`config.mk`:
```
export PLATFORM = sky130hd
export DESIGN_NAME = forward_control_unit
export DESIGN_NICKNAME = d
export VERILOG_FILES = /design/src/rtl/forward_control_unit_pkg.sv /design/src/rtl/forward_control_unit_fwd_select.sv /design/src/rtl/forward_control_unit.sv
export SDC_FILE = /design/constraint.sdc
export NUM_CORES = 1
export LEC_CHECK = 0
export BUFFER_PORTS_ARGS = -buffer_cell sky130_fd_sc_hd__clkbuf_2
export CORE_MARGIN = 2
export CORE_UTILIZATION = 41
export CTS_CLUSTER_SIZE = 24
export DETAILED_ROUTE_END_ITERATION = 7
export PLACE_DENSITY = 0.67
export SLEW_MARGIN = 20
export SYNTH_ARGS = -nofsm -noshare
export SYNTH_HDL_FRONTEND = slang
export SYNTH_HIERARCHICAL = 1
export SYNTH_SLANG_ARGS = --single-unit
```
`constraint.sdc`:
```
create_clock -name clk -period 2.95 [get_ports clk]
set_clock_uncertainty 0.2 [all_clocks]
set_input_delay 0.4425 -clock clk [delete_from_list [all_inputs] [get_ports clk]]
set_output_delay 0.4425 -clock clk [all_outputs]
set_load 0.03 [all_outputs]
```
`src/rtl/forward_control_unit_pkg.sv`:
```
// Shared pipeline definitions for the forwarding/stall controller:
// operand-mux encodings and the shadow-slot layouts.
package forward_control_unit_pkg;

    localparam int REG_ADDR_W = 5;

    localparam logic [1:0] FWD_REGFILE = 2'b00;
    localparam logic [1:0] FWD_MEM     = 2'b01;
    localparam logic [1:0] FWD_WB      = 2'b10;

    typedef struct packed {
        logic                  v;
        logic [REG_ADDR_W-1:0] src1;
        logic [REG_ADDR_W-1:0] src2;
        logic                  two_src;
        logic [REG_ADDR_W-1:0] dst;
        logic                  wb_en;
        logic                  mem_r_en;
    } exe_slot_t;

    // MEM and WB only need to know who they will write.
    typedef struct packed {
        logic                  v;
        logic [REG_ADDR_W-1:0] dst;
        logic                  wb_en;
    } wb_slot_t;

endpackage

```
`src/rtl/forward_control_unit_fwd_select.sv`:
```
// Operand-mux select for one EXE source: MEM result wins over WB value,
// and register 0 is never forwarded.
module fwd_select
    import forward_control_unit_pkg::*;
(
    input  logic [REG_ADDR_W-1:0] src,
    input  logic                  src_used,
    input  wb_slot_t              mem_slot,
    input  wb_slot_t              wb_slot,
    output logic [1:0]            sel
);

    logic mem_hit;
    logic wb_hit;

    assign mem_hit = mem_slot.v && mem_slot.wb_en && (mem_slot.dst != '0) && (mem_slot.dst == src);
    assign wb_hit  = wb_slot.v  && wb_slot.wb_en  && (wb_slot.dst  != '0) && (wb_slot.dst  == src);

    always_comb begin
        sel = FWD_REGFILE;
        if (src_used) begin
            if (mem_hit)     sel = FWD_MEM;
            else if (wb_hit) sel = FWD_WB;
        end
    end

endmodule

```
`src/rtl/forward_control_unit.sv`:
```
// Forwarding and load-use stall controller for the 5-stage pipeline,
// with saturating stall/forward performance counters.
module forward_control_unit #(
    parameter int REG_ADDR_W = forward_control_unit_pkg::REG_ADDR_W,
    parameter int CNT_W      = 16
) (
    input  logic                  clk,
    input  logic                  rst,
    input  logic                  id_valid,
    input  logic [REG_ADDR_W-1:0] id_src1,
    input  logic [REG_ADDR_W-1:0] id_src2,
    input  logic                  id_is_two_source,
    input  logic [REG_ADDR_W-1:0] id_dst,
    input  logic                  id_wb_en,
    input  logic                  id_mem_r_en,
    input  logic                  flush,
    output logic                  hazard_stall,
    output logic [1:0]            fwd_sel_a,
    output logic [1:0]            fwd_sel_b,
    output logic [REG_ADDR_W-1:0] exe_dst,
    output logic [CNT_W-1:0]      stall_count,
    output logic [CNT_W-1:0]      fwd_count
);

    import forward_control_unit_pkg::*;

    exe_slot_t exe;
    wb_slot_t  mem;
    wb_slot_t  wb;

    assign hazard_stall = id_valid && exe.v && exe.mem_r_en && (exe.dst != '0) &&
                          ((id_src1 == exe.dst) || (id_is_two_source && (id_src2 == exe.dst)));

    assign exe_dst = exe.dst;

    always_ff @(posedge clk) begin
        if (rst) begin
            exe         <= '0;
            mem         <= '0;
            wb          <= '0;
            stall_count <= '0;
            fwd_count   <= '0;
        end else begin
            wb  <= mem;
            mem <= '{v: exe.v, dst: exe.dst, wb_en: exe.wb_en};
            // A stalled or killed instruction leaves a bubble behind it.
            if (hazard_stall || flush || !id_valid) begin
                exe <= '0;
            end else begin
                exe <= '{v: 1'b1, src1: id_src1, src2: id_src2, two_src: id_is_two_source,
                         dst: id_dst, wb_en: id_wb_en, mem_r_en: id_mem_r_en};
            end
            if (hazard_stall && (stall_count != '1))
                stall_count <= stall_count + CNT_W'(1);
            if (((fwd_sel_a != FWD_REGFILE) || (fwd_sel_b != FWD_REGFILE)) && (fwd_count != '1))
                fwd_count <= fwd_count + CNT_W'(1);
        end
    end

    fwd_select u_fwd_a (
        .src      (exe.src1),
        .src_used (exe.v),
        .mem_slot (mem),
        .wb_slot  (wb),
        .sel      (fwd_sel_a)
    );

    fwd_select u_fwd_b (
        .src      (exe.src2),
        .src_used (exe.v && exe.two_src),
        .mem_slot (mem),
        .wb_slot  (wb),
        .sel      (fwd_sel_b)
    );

endmodule

```
Word level (Yosys, flattened, before mapping):

Cells that the tools add are included.

* register bits: 65
* bits of input ports: 22
* output and inout port bits: 42
* word-level logic and storage cells: 59

* $add $sub $neg: 2
* eq/ne operators: 8
* muxes and demuxes: 7
* reductions and logical operators: 27

Operator list (number)
* $add 16x1->16 const B: 2
* $ne 16x16->1 const B: 2
* $eq 5x5->1: 6
* $mux 19: 1
* $logic_and 1x1->1: 16
* $reduce_bool 5->1: 3
* $mux 2: 6
* $logic_or 1x1->1: 4
* $reduce_bool 2->1: 2
* $reduce_or 2->1: 1
* $logic_not 1->1: 1

Longest topological paths before layout:

* word-level depth: 9
* depth in mapped cells: 10
* depth with buffers taken out: 9

Hierarchy:

The synthesis kept the hierarchy.

By module, submodules not included
* forward_control_unit: times used 1, cells an instance 288, area an instance 2715.1 sq um, seq. area each 1301.2 sq um
* fwd_select: times used 2, cells an instance 25, area an instance 172.7 sq um, seq. area each 0.0 sq um

Worst setup path after synthesis:

No wires, ideal clock.

* path type: flip-flop to flip-flop
* from: reg mem[4] (netlist name)
* to: reg fwd_count[14]
* library setup time: 0.086 ns
* arrival: 2.464 ns
* data required time: 2.664 ns
* slack: 0.200 ns
* stages on the path, launching flop included: 11
* path buffers: 1
* clock period less this slack: 2.750 ns
* cells stage by stage: dfxtp_1 > xor2_1 > nor3_2 > o2111ai_2 > nor2_1 > or4_1 > clkbuf_1 > nand4_1 > nor3_1 > a31oi_1 > a211oi_1

* longest elaborated chain between the ends: 8
* elaborated cells on any way between the ends: 14
* those cells by class: eq/ne: 2; mux: 4; reduce/logical: 8

RTL lines
* start, declared: line forward_control_unit.sv:28 `wb_slot_t mem;`
* start signal, assigned: line forward_control_unit.sv:45 `mem <= '{v: exe.v, dst: exe.dst, wb_en: exe.wb_en};`
* $reduce_bool 5->1: line forward_control_unit_fwd_select.sv:16 `assign mem_hit = mem_slot.v && mem_slot.wb_en && (mem_slot.dst != '0) && (mem_slot.dst == src);`
* $logic_and 1x1->1: line forward_control_unit_fwd_select.sv:16
* $logic_and 1x1->1 *: line forward_control_unit_fwd_select.sv:16
* $mux 2 *: line forward_control_unit_fwd_select.sv:22 `if (mem_hit) sel = FWD_MEM;`
* $mux 2 *: line forward_control_unit_fwd_select.sv:21 `if (src_used) begin`
* net fwd_sel_a[0]: line forward_control_unit.sv:18 `output logic [1:0] fwd_sel_a,`
* $reduce_bool 2->1 *: line forward_control_unit.sv:55 `if (((fwd_sel_a != FWD_REGFILE) || (fwd_sel_b != FWD_REGFILE)) && (fwd_count != '1))`
* $logic_or 1x1->1 *: line forward_control_unit.sv:55
* $logic_and 1x1->1 *: line forward_control_unit.sv:55
* end signal, assigned: line forward_control_unit.sv:56 `fwd_count <= fwd_count + CNT_W'(1);`
* end, declared: line forward_control_unit.sv:22 `output logic [CNT_W-1:0] fwd_count`

Mark *: on every way through the listed nets, which the timed path passes. The rest lies on a longest branch.
A chain may end at the register's enable or synchronous reset.

Worst setup path after layout:

* from: reg mem[3] (netlist name)
* to: reg fwd_count[13]

* longest elaborated chain between the ends: 8
* elaborated cells on any way between the ends: 14
* those cells by class: eq/ne: 2; mux: 4; reduce/logical: 8

RTL lines (line)
* $reduce_bool 5->1: forward_control_unit_fwd_select.sv:16
* $logic_and 1x1->1 (2 in a row): forward_control_unit_fwd_select.sv:16
* $mux 2: forward_control_unit_fwd_select.sv:22
* $mux 2: forward_control_unit_fwd_select.sv:21
* $reduce_bool 2->1: forward_control_unit.sv:55
* $logic_or 1x1->1 *: forward_control_unit.sv:55
* $logic_and 1x1->1 *: forward_control_unit.sv:55

Mark *: on every way between the ends. The rest lies on a longest branch, timed or not.

==> results by group <==
STA
  – Slew headroom: 46.6%
  – Fin crit share: 90.9%
  – Slew @ Worst Pin: 795 ps
  – Max Clock Freq: 0.373 GHz
  – Setup TNS: 0 ps
  – RSZ-0062 raised after global routing: false
  – Final hold viol count: 0
  – Final Max Tran Viols: 0
  – Post-layout min period: 2680 ps
  – Setup Viol. Count Final: 0

Placed design
  – Placed Cells: 487
  – Placement Cell Area: 3430 µm²
  – Detail Placement HPWL: 4980 µm
  – GPL Wtd Cong: 0.857
  – Count of input and output buffers: 63

Setup path
  – WP buf/inv: 0
  – Max stage delay on crit path: 400 ps
  – WS Path Type: reg -> reg
  – Max FO, Critical Path: 7
  – Worst setup EP type: register
  – CP Cell Sequence: nor4_2 -> nor2_1 -> o2111ai_2 -> and4_1 -> or4_1 -> nand4_1 -> nor4_1 -> xnor2_1 -> nor2_1
  – Worst setup SP type: register
  – Largest delay share family, worst path: simple AND/OR/NAND/NOR gates
  – Cell mode on critical path: nor2_1
  – Crit path required time: 2970 ps
  – Worst path slowest cell: nor4_1
  – WP data arrival: 2700 ps

Routing
  – # DRC: 0
  – TritonRoute pass-1 iters: 5
  – Post-route ant nets: 0
  – DRT iter0 DRCs: 91
  – Final wirelength: 6660 µm
  – Vias: 2582
  – Vias per cell: 5.14
  – DR WL/cell: 13.3 µm

Power
  – Power per cell area: 476 nW/µm²
  – Worst vdd ir: 0.288 mV
  – Sequential power share: 52.1%
  – Net load switching power: 0.376 mW
  – Logic pwr share: 4.5%
  – Leak: 1.46 nW
  – Clock Power Share: 43.4%
  – Int Pwr: 1.35 mW
  – Sw Ratio: 21.8%
  – Total power: 1.73 mW

Clock tree
  – # hold bufs at CTS: 0
  – CTS tree: yes
  – CTS Buffer Depth: 2
  – Root buffer cell: clkbuf_8
  – Post-CTS Setup Inserts: 0
  – Worst skew pair latency: 330 ps
  – CTS H-Tree Depth: 3
  – TritonCTS Buffers: 9
  – Post-CTS Resized: 0
  – Clk sinks: 65
  – CTS clk-pin slew, worst paths: 70 ps

Layout
  – Synth-to-Final Area Change: 18.6%
  – Util after Layout: 50.1%
  – Layout cells sized above 1: 22.8%
  – Post-route insts no fill: 502
  – Cell area after layout: 3630 µm²
  – Final nets: 423
  – Inserted Diodes: 0

Synthesis
  – Area contributors post-synth: dfxtp_1, xor2_1, and2_1
  – Synth cell types: 48
  – Syn avg cell area: 9.05 µm²
  – Synthesized flop and latch total: 65
  – Top cell type by total area after synthesis: dfxtp_1
  – Cell area after synthesis: 3060 µm²
  – Top-area cell type share of the netlist area: 42.5%
  – Syn nets: 362
  – Asr flop ratio synth: 0%
  – EDFF count, synth: 0
  – Register area share after synthesis: 42.5%
  – Most used DFF post-synth: dfxtp_1
  – Mapped Cells: 338
  – Synthesis Warnings: 6

Floorplanning
  – Die width: 90.4 µm
  – Die Ht: 90.4 µm
  – I/O pin total: 64
  – Initial core utilization: 42.2%
  – Die ar.: 8170 µm²
  – Core area: 7250 µm²
  – Core Rows: 31

GRT
  – Largest net degree at the start of global routing: 32
  – First-pass GRT wire length: 11600 µm
  – GRT Overall Usage: 17.4%
  – GR Overflow Total: 0
  – Antenna violations before repair: 0
  – Vias in the first global route: 2622

Hold path
  – Hold WC Path Type: in -> reg

Status
  – Status: finished, final reports clean

Run
  – Max Cap Viol: 0
==> per-stage QoR <==
stage / setup WS, ps / hold slack, ps
after floorplan: 200 / 214
after global placement: 297 / 222
after detailed placement: 278 / 226
after CTS: 259 / 90.7
after global routing: 33.3 / 97.7
final: 270 / 102
==> power groups by stage <==
stage | Sequential [mW] | Combinational, mW | Clock [mW]
6_report | 0.899 | 0.0781 | 0.749
5_1_grt | 0.900 | 0.0874 | 0.809
4_1_cts | 0.899 | 0.0789 | 0.770
3_5_place_dp | 0.920 | 0.0785 | 0
3_3_place_gp | 0.919 | 0.0774 | 0
2_1_floorplan | 0.916 | 0.0519 | 0
==> layout by cell type, fill, tap and decap left out, types with 3 or more instances in the layout <==
cell type / count
nand2_1: 13
and4_1: 4
nor3_1: 4
buf_4: 3
xor2_1: 19
or3_1: 4
nand4_1: 9
o2111ai_2: 3
mux2_1: 3
and3_1: 5
and2_1: 21
o31ai_1: 7
nor2b_1: 17
clkbuf_2: 63
or4_1: 9
clkbuf_8: 11
a211oi_1: 3
a21oi_1: 18
nor3_2: 3
xnor2_1: 15
o21ai_0: 5
nor4_1: 13
nand3_1: 13
nor4_2: 3
dfxtp_1: 65
nor2_1: 26
inv_1: 14
==> metal layers <==
layer,vias up,wire length [µm],global-route usage (%)
li1,1332,-,-
met1,1189,3080,20.2
met2,48,3180,30.1
met3,13,247,3.92
met4,0,158,8.97
met5,-,0,0
==> worst paths after layout <==
kind	slack [ps]	start	cells after the start	endpoint
worst min-delay path	100	id_mem_r_en	2	exe[0]
worst max-delay path	270	mem[3]	9	fwd_count[13]
worst max register to register	270	mem[3]	9	fwd_count[13]
worst min register to register	250	exe[1]	1	mem[0]
==> logic make-up after synthesis <==
family,after synthesis,share of synthesized area (%)
simple gates,147,27.8
flops,65,42.5
compound gates,55,12.7
xor+xnor,34,9.73
buf+inv,30,4.70
mux,5,1.76
fa+ha+maj,2,0.818
==> worst reg2reg max path, delay by kind of cell (launching register included) <==
family | cells | cell delay [ps]
flip-flops | 1 | 380
AO/OA/AOI/OAI | 1 | 190
XOR/XNOR | 1 | 160
AND/OR/NAND/NOR | 7 | 1630
==> area by class of cell <==
class | count | area (µm²)
sequential | 65 | 1300
fill | 707 | 3620
tap | 99 | 124
clock buffer | 12 | 155
inverter | 14 | 52.6
timing repair buffer | 66 | 338
multi-input combinational | 243 | 1620
clock inverter | 3 | 40.0
==> synthesized netlist by cell type (2+ instances only) <==
cell,count
and2_1,21
buf_4,5
buf_2,4
o31ai_1,7
or3_1,4
and4_1,4
nor4_1,13
or4_1,9
mux2_1,3
clkbuf_1,6
a21oi_1,18
xnor2_1,15
nand2_1,13
dfxtp_1,65
mux2i_1,2
nor4_2,3
nor3_2,2
xor2_1,19
o211ai_1,2
nor2b_1,17
a222oi_1,2
o22ai_1,2
a211oi_1,3
nand3_1,13
inv_1,14
nor2_1,26
ha_1,2
and3_1,5
o2111ai_2,3
nand4_1,9
nor3_1,5
o21ai_1,2
o21ai_0,5
==> flip-flops by register name (all words and copies together), names as in the netlist <==
name and flops:
fwd_count 16, stall_count 16, exe 14, mem 7, wb 7, exe_dst 5
Note: power is estimated with default switching activity, not from simulation.
